$ cat src/rtl/midi_tx.sv
// midi_tx: serial MIDI OUT transmitter.
// Accepts one 24-bit message (status, data1, data2) on a one-cycle strobe while idle,
// derives the byte count from the status byte and sends the bytes back-to-back as
// 8N1 UART frames, each bit lasting CLK_HZ/BAUD cycles. Unsupported status bytes are
// ignored without leaving idle.
module midi_tx #(
    parameter int unsigned CLK_HZ = 50000000,
    parameter int unsigned BAUD   = 31250
) (
    input  logic        CLK,
    input  logic        nRST,
    input  logic [23:0] MIDI_MSG,
    input  logic        MIDI_MSG_RDY,
    output logic        MIDI_TX,
    output logic        BUSY,
    output logic        DONE
);

    localparam int unsigned Div  = CLK_HZ / BAUD;
    localparam int unsigned CntW = (Div > 1) ? $clog2(Div) : 1;
    localparam logic [CntW-1:0] CntMax = CntW'(Div - 1);

    typedef enum logic [1:0] {
        StIdle,
        StStart,
        StData,
        StStop
    } state_e;

    // Message length in bytes from the status byte; 0 marks a status we do not send.
    function automatic logic [2:0] msg_len(input logic [7:0] s);
        logic [2:0] len;
        case (s[7:4])
            4'h8, 4'h9, 4'hA, 4'hB, 4'hE: len = 3'd3;
            4'hC, 4'hD:                   len = 3'd2;
            4'hF:                         len = s[3] ? 3'd1 : 3'd0;
            default:                      len = 3'd0;
        endcase
        return len;
    endfunction

    state_e          state_q, state_d;
    logic [CntW-1:0] cnt_q, cnt_d;
    logic [2:0]      bit_q, bit_d;
    logic [1:0]      byte_q, byte_d;
    logic [1:0]      last_q, last_d;
    logic [23:0]     msg_q, msg_d;
    logic            tx_q, tx_d;
    logic            busy_q, busy_d;
    logic            done_q, done_d;

    logic [2:0]      in_len;
    logic            bit_end;
    logic [7:0]      cur_byte;

    assign in_len  = msg_len(MIDI_MSG[23:16]);
    assign bit_end = (cnt_q == CntMax);

    // Next-state logic: baud counter, bit/byte sequencing and message capture.
    always_comb begin
        state_d = state_q;
        cnt_d   = cnt_q;
        bit_d   = bit_q;
        byte_d  = byte_q;
        last_d  = last_q;
        msg_d   = msg_q;
        done_d  = 1'b0;
        case (state_q)
            StIdle: begin
                if (MIDI_MSG_RDY && (in_len != 3'd0)) begin
                    state_d = StStart;
                    msg_d   = MIDI_MSG;
                    last_d  = 2'(in_len - 3'd1);
                    byte_d  = 2'd0;
                    bit_d   = 3'd0;
                    cnt_d   = '0;
                end
            end
            StStart: begin
                if (bit_end) begin
                    cnt_d   = '0;
                    bit_d   = 3'd0;
                    state_d = StData;
                end else begin
                    cnt_d = cnt_q + CntW'(1);
                end
            end
            StData: begin
                if (bit_end) begin
                    cnt_d = '0;
                    if (bit_q == 3'd7) begin
                        state_d = StStop;
                    end else begin
                        bit_d = bit_q + 3'd1;
                    end
                end else begin
                    cnt_d = cnt_q + CntW'(1);
                end
            end
            StStop: begin
                if (bit_end) begin
                    cnt_d = '0;
                    if (byte_q < last_q) begin
                        byte_d  = byte_q + 2'd1;
                        state_d = StStart;
                    end else begin
                        state_d = StIdle;
                        done_d  = 1'b1;
                    end
                end else begin
                    cnt_d = cnt_q + CntW'(1);
                end
            end
            default: state_d = StIdle;
        endcase
    end

    // Registered outputs are derived from the next state so the line changes on the
    // same edge the state does.
    always_comb begin
        case (byte_d)
            2'd0:    cur_byte = msg_d[23:16];
            2'd1:    cur_byte = msg_d[15:8];
            default: cur_byte = msg_d[7:0];
        endcase
        case (state_d)
            StStart: tx_d = 1'b0;
            StData:  tx_d = cur_byte[bit_d];
            default: tx_d = 1'b1;
        endcase
        busy_d = (state_d != StIdle);
    end

    // State and output registers; reset drives the line high at once.
    always_ff @(posedge CLK or negedge nRST) begin
        if (!nRST) begin
            state_q <= StIdle;
            cnt_q   <= '0;
            bit_q   <= 3'd0;
            byte_q  <= 2'd0;
            last_q  <= 2'd0;
            msg_q   <= 24'd0;
            tx_q    <= 1'b1;
            busy_q  <= 1'b0;
            done_q  <= 1'b0;
        end else begin
            state_q <= state_d;
            cnt_q   <= cnt_d;
            bit_q   <= bit_d;
            byte_q  <= byte_d;
            last_q  <= last_d;
            msg_q   <= msg_d;
            tx_q    <= tx_d;
            busy_q  <= busy_d;
            done_q  <= done_d;
        end
    end

    assign MIDI_TX = tx_q;
    assign BUSY    = busy_q;
    assign DONE    = done_q;

endmodule

$ cat config.mk
export PLATFORM = sky130hd
export DESIGN_NAME = midi_tx
export DESIGN_NICKNAME = d
export VERILOG_FILES = /design/src/rtl/midi_tx.sv
export SDC_FILE = /design/constraint.sdc
export NUM_CORES = 1
export LEC_CHECK = 0
export BUFFER_PORTS_ARGS = -buffer_cell sky130_fd_sc_hd__buf_2
export CAP_MARGIN = 10
export CORE_MARGIN = 10
export CORE_UTILIZATION = 50
export CTS_BUF_LIST = sky130_fd_sc_hd__clkbuf_8
export CTS_CLUSTER_SIZE = 30
export DETAILED_ROUTE_END_ITERATION = 10
export GPL_ROUTABILITY_DRIVEN = 0
export GPL_TIMING_DRIVEN = 0
export HOLD_SLACK_MARGIN = 0.06
export PLACE_DENSITY = 0.7
export SYNTH_ARGS = -nofsm -noshare
export SYNTH_HDL_FRONTEND = slang
export SYNTH_SLANG_ARGS = --single-unit
$ cat constraint.sdc
create_clock -name CLK -period 4.7 [get_ports CLK]
set_input_delay 0 -clock CLK [delete_from_list [all_inputs] [get_ports CLK]]
set_output_delay 0 -clock CLK [all_outputs]
set_load 0.1 [all_outputs]
==> results.toml, run 1 <==
[global_route]
grtUsageTotal_pct = 13.1
first_global_vias = 2024
overflow = 0
grt_antenna_before_repair = 0
grt_max_degree = 48
grt_pass1_wl_um = 9230

[pwr]
power_density_nw_per_um2 = 253
seq_power_share_pct = 50.9
switching_power_uw = 155
switching_share_pct = 19.5
internal-power_uw = 639
p_clk_share_pct = 44.2
p_comb_share_pct = 4.9
p_leak_uw = 0.00144
ir_drop_mv = 0.181

[setup_path]
cp_max_fo = 10
crit_path_end_kind = "flip-flop"
cp_data_arrival_time_ns = 3.38
rr_startpoint = "state_q[0]$_DFF_PN0_"
startpoint = "MIDI_MSG[19]"
required_ns = 4.92
timing_worst_setup_path_type = "in2reg"
ff2ff_setup_slack_ns = 1.56
critPathLaunchType = "input port"

[timing]
slew_viol_final = 0
fin_crit_ns = 3.16
skew_ns = 0.00593
fmax_mhz = 316
whs_ns = 0.181
slew_headroom_pct = 31.1
period_share_pct = 67.3
worst-slew-pin-transition_ns = 1.03
setup_viol = 0
rsz0062_at_grt = "false"
hold_violations = 0
finalSetupTns_ns = 0

[final_layout]
layout.cells.non_filler = 363
antenna_cells = 0
layout.nets = 331
multi_input_area_um2 = 1290
final_area_um2 = 3140
fillerInstances = 401
drive_above_1_share_pct = 23.0
post-route-util_pct = 65.2
area_delta_synth_final_pct = 24.4
final_common_cell = "dfrtp_1"
seqCellArea_um2 = 1180
final_cell_mix = "46 x dfrtp_1, 30 x buf_2, 25 x dlygate4sd3_1, 22 x nand2_1, 21 x nor2_1"

[die]
floorplan.initialDensity_pct = 52.4
fp.dieW_um = 91.1
core_area_um2 = 4820
num_io_pins = 30
die_h_um = 91.1
rows = 25
die_area_um2 = 8300

[clock_network]
postCtsSetupRepairBufs = 0
clockBufferDepth = 2
cts_tree = "yes"
htreeDepth = 2
cts_buffers = 5
cts_sinks = 47
cts-root-buf = "clkbuf_8"
clk_latency_ns = 0.30
clk_pin_slew_ns = 0.09

[route]
viasPerCell = 5.33
drc = 0
ant_nets = 0
drt-wirelength-per-cell_um = 14.8
drt_first_iter_violations = 61
num_vias = 1935
wl_um = 5370
dr.pass1.iters = 4

[synth]
synth-seq-area-share_pct = 46.6
netlist_area_um2 = 2530
syn_nets = 270
ys_warn_count = 0
syn_inst = 234
synth_edf_count = 0
synth.avg_cell_area_um2 = 10.8
synth_ff_type = "dfrtp_1"
async_flop_share_pct = 100
synth_cell_type_count = 55
ys_ff_latch = 47

[worst_hold_path]
hp-class = "in2reg"
min_from = "MIDI_MSG_RDY"

[place]
port_buffers = 29
dp_hpwl_um = 3830
place_area_um2 = 2760
dp_cells = 330

[status]
status = "complete, no violations"

[job]
max_cap_viol_count = 0
[cells in the mapped netlist, drive strengths merged, types with 3 or more instances]
cell type	instances	area share, %
nand3	5	0.99
nor2	21	3.1
nor3	8	1.8
clkbuf	3	0.45
buf	3	0.50
inv	10	1.5
ha	9	4.5
nand2	22	3.3
dfrtp	46	46
mux2i	5	2.0
o21ai	6	1.2
a21oi	9	1.8
or3	5	1.2
nand2b	4	0.99
xnor2	4	1.4
mux2	26	12
and2	3	0.74
xor2	4	1.4
nand4	5	1.8
[power groups by stage]
stage | logic [uW] | clock network (uW) | registers, uW
after global placement | 22.8 | 0 | 412
after detailed placement | 23.1 | 0 | 412
after CTS | 39.1 | 362 | 404
final | 38.6 | 351 | 404
after floorplan | 3.11 | 0 | 412
after global routing | 44.6 | 371 | 404
[timing repair]
action,CTS,global route
resized for setup,0,0
hold endpoints to repair,70,0
hold buffers,25,0
[final timing paths]
kind                                          to  cells past startpoint
min                          msg_q[18]$_DFF_PN0_                      3
min in group asynchronous         DONE$_DFF_PN0_                      2
max reg2reg                    MIDI_TX$_DFF_PN1_                     10
max                            MIDI_TX$_DFF_PN1_                     14
max in group asynchronous     msg_q[5]$_DFF_PN0_                      2
min reg2reg                last_q[1]$_DFFE_PN0P_                      2
[layer usage]
layer / GRT usage, % / wire (um) / vias up
li1: - / - / 963
met3: 2.39 / 190 / 6
met1: 16.2 / 2490 / 930
met2: 22.1 / 2620 / 36
met4: 4.83 / 65 / 0
met5: 0 / 0 / -
[stage by stage]
stage | setup slack, ns | power (uW)
floorplan | 1.99 | 415
global placement | 1.55 | 435
detailed placement | 1.54 | 435
CTS | 1.49 | 805
global route | 1.21 | 819
finish | 1.54 | 794
[sequential cells by signal, summed over array words and instances (netlist names)]
register,flops
bit_q,3
state_q,2
msg_q,24
DONE,1
byte_q,2
cnt_q,11
last_q,2
BUSY,1
MIDI_TX,1
[logic make-up after synthesis]
logic type | synth area share, %
adder cells (fa/ha/maj) | 4.46
AND/OR/NAND/NOR | 17.8
AO/OA/AOI/OAI | 12.0
XOR/XNOR | 2.77
buffers and inverters | 2.43
multiplexers | 13.9
flip-flops | 46.6
[worst max-delay path, cell delays in order]
cell	delay [ns]
dlygate4sd3_1	0.53
buf_2	0.13
o21ai_0	0.15
nand2_1	0.07
nand2_1	0.09
ha_1	0.17
nand3b_1	0.18
buf_1	0.46
buf_1	0.48
mux2_1	0.40
mux2i_1	0.20
o211ai_1	0.12
a221oi_2	0.28
a31oi_1	0.12
[area by class of cell]
type	instances	area share, %
plain buffers	6	0.757
clock buffers	5	2.19
clock inverters	3	2.15
inverters	10	1.19
multi-input cells	171	41.0
flip-flops and latches	47	37.5
well taps	67	2.67
repair buffers	54	12.6
No activity file was read; power rests on OpenSTA's default activity.
==> run 2, diff against run 1 <==
clock period = 3.19 ns   (was 4.7 ns; I/O delays follow)
==> results.toml, run 2 (synthesis gave the netlist of run 1 again) <==
[setup_path]
worst-path-buf-inv = 2
rr_endpoint = "MIDI_TX$_DFF_PN1_"
cp_data_arrival_time_ns = 3.16
critPathTopFamily = "simple AND/OR/NAND/NOR gates"
timing_worst_setup_path_type = "reg2reg"
slowest_stage = "or4b_4"
cp.depth = 10
crit_end = "MIDI_TX$_DFF_PN1_"
required_ns = 3.42
rr_worst_depth = 10
critPathLaunchType = "flip-flop"
crit_path_end_kind = "flip-flop"
crit_chain = "or4b_4 -> a2111oi_4 -> mux2i_1 -> and2_1 -> inv_2 -> buf_2 -> nor3_1 -> a2bb2oi_1 -> nand4_1 -> a31oi_1"
slowest_delay_ns = 0.57
rr_startpoint = "cnt_q[6]$_DFFE_PN0P_"
cp_max_fo = 10
ff2ff_setup_slack_ns = 0.25
startpoint = "cnt_q[6]$_DFFE_PN0P_"

[timing]
slew_headroom_pct = 30.1
hold_violations = 0
slew_viol_final = 0
fmax_mhz = 340
fin_ws_ns = 0.252
rsz0062_at_grt = "false"
skew_ns = 0.00541
setup_viol = 0
worst-slew-pin-transition_ns = 1.05
fin_crit_ns = 2.94
period_share_pct = 92.1
finalSetupTns_ns = 0

[final_layout]
final_cell_mix = "46 x dfrtp_1, 30 x buf_2, 25 x dlygate4sd3_1, 22 x nand2_1, 21 x nor2_1"
final_common_cell = "dfrtp_1"
layout.nets = 330
fillerInstances = 402
largestRegisters = "msg_q x24, cnt_q x11, bit_q x3"
area_delta_synth_final_pct = 24.5
drive_above_1_share_pct = 24.1
top_register = "msg_q"
antenna_cells = 0
multi_input_area_um2 = 1290
seqCellArea_um2 = 1180
largest_reg_flops = 24

[die]
die_area_um2 = 8300
die_h_um = 91.1
floorplan.initialDensity_pct = 52.4
core_area_um2 = 4820
rows = 25
fp.dieW_um = 91.1
num_io_pins = 30

[clock_network]
cts_sinks = 47
postCtsSetupRepairBufs = 0
cts_buffers = 5
clockBufferDepth = 2
cts_tree = "yes"
htreeDepth = 2
clk_latency_ns = 0.30
cts-root-buf = "clkbuf_8"
clk_pin_slew_ns = 0.09

[global_route]
grt_pass1_wl_um = 9160
overflow = 0
grt_max_degree = 48
first_global_vias = 2018
grtUsageTotal_pct = 13.0
grt_antenna_before_repair = 0

[route]
dr.pass1.iters = 4
num_vias = 1923
ant_nets = 0
wl_um = 5370
viasPerCell = 5.31
drc = 0
drt-wirelength-per-cell_um = 14.8
drt_first_iter_violations = 63

[place]
port_buffers = 29
dp_slack_ns = 0.0319
dp_hpwl_um = 3830

[pwr]
power_density_nw_per_um2 = 372
ir_drop_mv = 0.268
p_leak_uw = 0.00144

[status]
status = "complete, no violations"

[job]
max_cap_viol_count = 0

[worst_hold_path]
hp-class = "in2reg"
run 2: worst min-delay path by stage:
stage | slack [ns] | from | endpoint | depth (start not counted)
global placement | 0.24 | nRST | cnt_q[2]$_DFFE_PN0P_ | 1
CTS | 0.18 | MIDI_MSG_RDY | cnt_q[1]$_DFFE_PN0P_ | 5
detailed placement | 0.24 | MIDI_MSG[17] | msg_q[17]$_DFF_PN0_ | 2
finish | 0.18 | MIDI_MSG_RDY | msg_q[18]$_DFF_PN0_ | 3
global route | 0.20 | MIDI_MSG_RDY | msg_q[18]$_DFF_PN0_ | 3
floorplan | -0.30 | nRST | BUSY$_DFF_PN0_ | 0
run 2: worst min-delay path, cell delays in order:
cell	delay, ns
buf_2	0.11
nand3b_1	0.15
mux2_2	0.19
run 2: report_power, final:
group          switching, uW  leakage, uW  total (uW)  internal (uW)
clock network            205    0.0000644         517            312
registers                  0     0.000612         595            595
logic                   23.4     0.000767        57.1           33.7
total                    228      0.00144        1170            941
run 2: timing repair:
item                       4_1_cts  5_1_grt
hold endpoints to repair        70        0
hold buffers                    25        0
setup endpoints to repair        0        1
resized for setup                0        3
run 2: stage by stage:
| stage | cell area [um^2] | util (%) | cells | total power, uW | hold WS, ns |
|---|---|---|---|---|---|
| after floorplan | 2530 | - | 234 | 612 | -0.296 |
| after detailed placement | 2760 | 57.2 | 330 | 641 | 0.240 |
| final | 3150 | 65.3 | 362 | 1170 | 0.184 |
| after CTS | 3140 | 65.2 | 363 | 1190 | 0.182 |
| after global routing | 3150 | 65.3 | 362 | 1210 | 0.200 |
| after global placement | 2760 | 57.2 | 330 | 641 | 0.238 |
run 2: per-layer routing:
metal  track usage (%)  up-vias  wire, um
met5                 0        -         0
met4              4.83        0        51
met3              2.88        5       248
met2              21.8       36      2590
met1              15.9      923      2480
li1                  -      959         -
run 2: area by class of cell:
class,count,area share [%]
clock inverter,3,2.15
inverter,10,1.19
sequential,47,37.4
tap,67,2.67
clock buffer,5,2.19
buffer,5,0.716
multi-input combinational,171,41.1
timing repair buffer,54,12.6
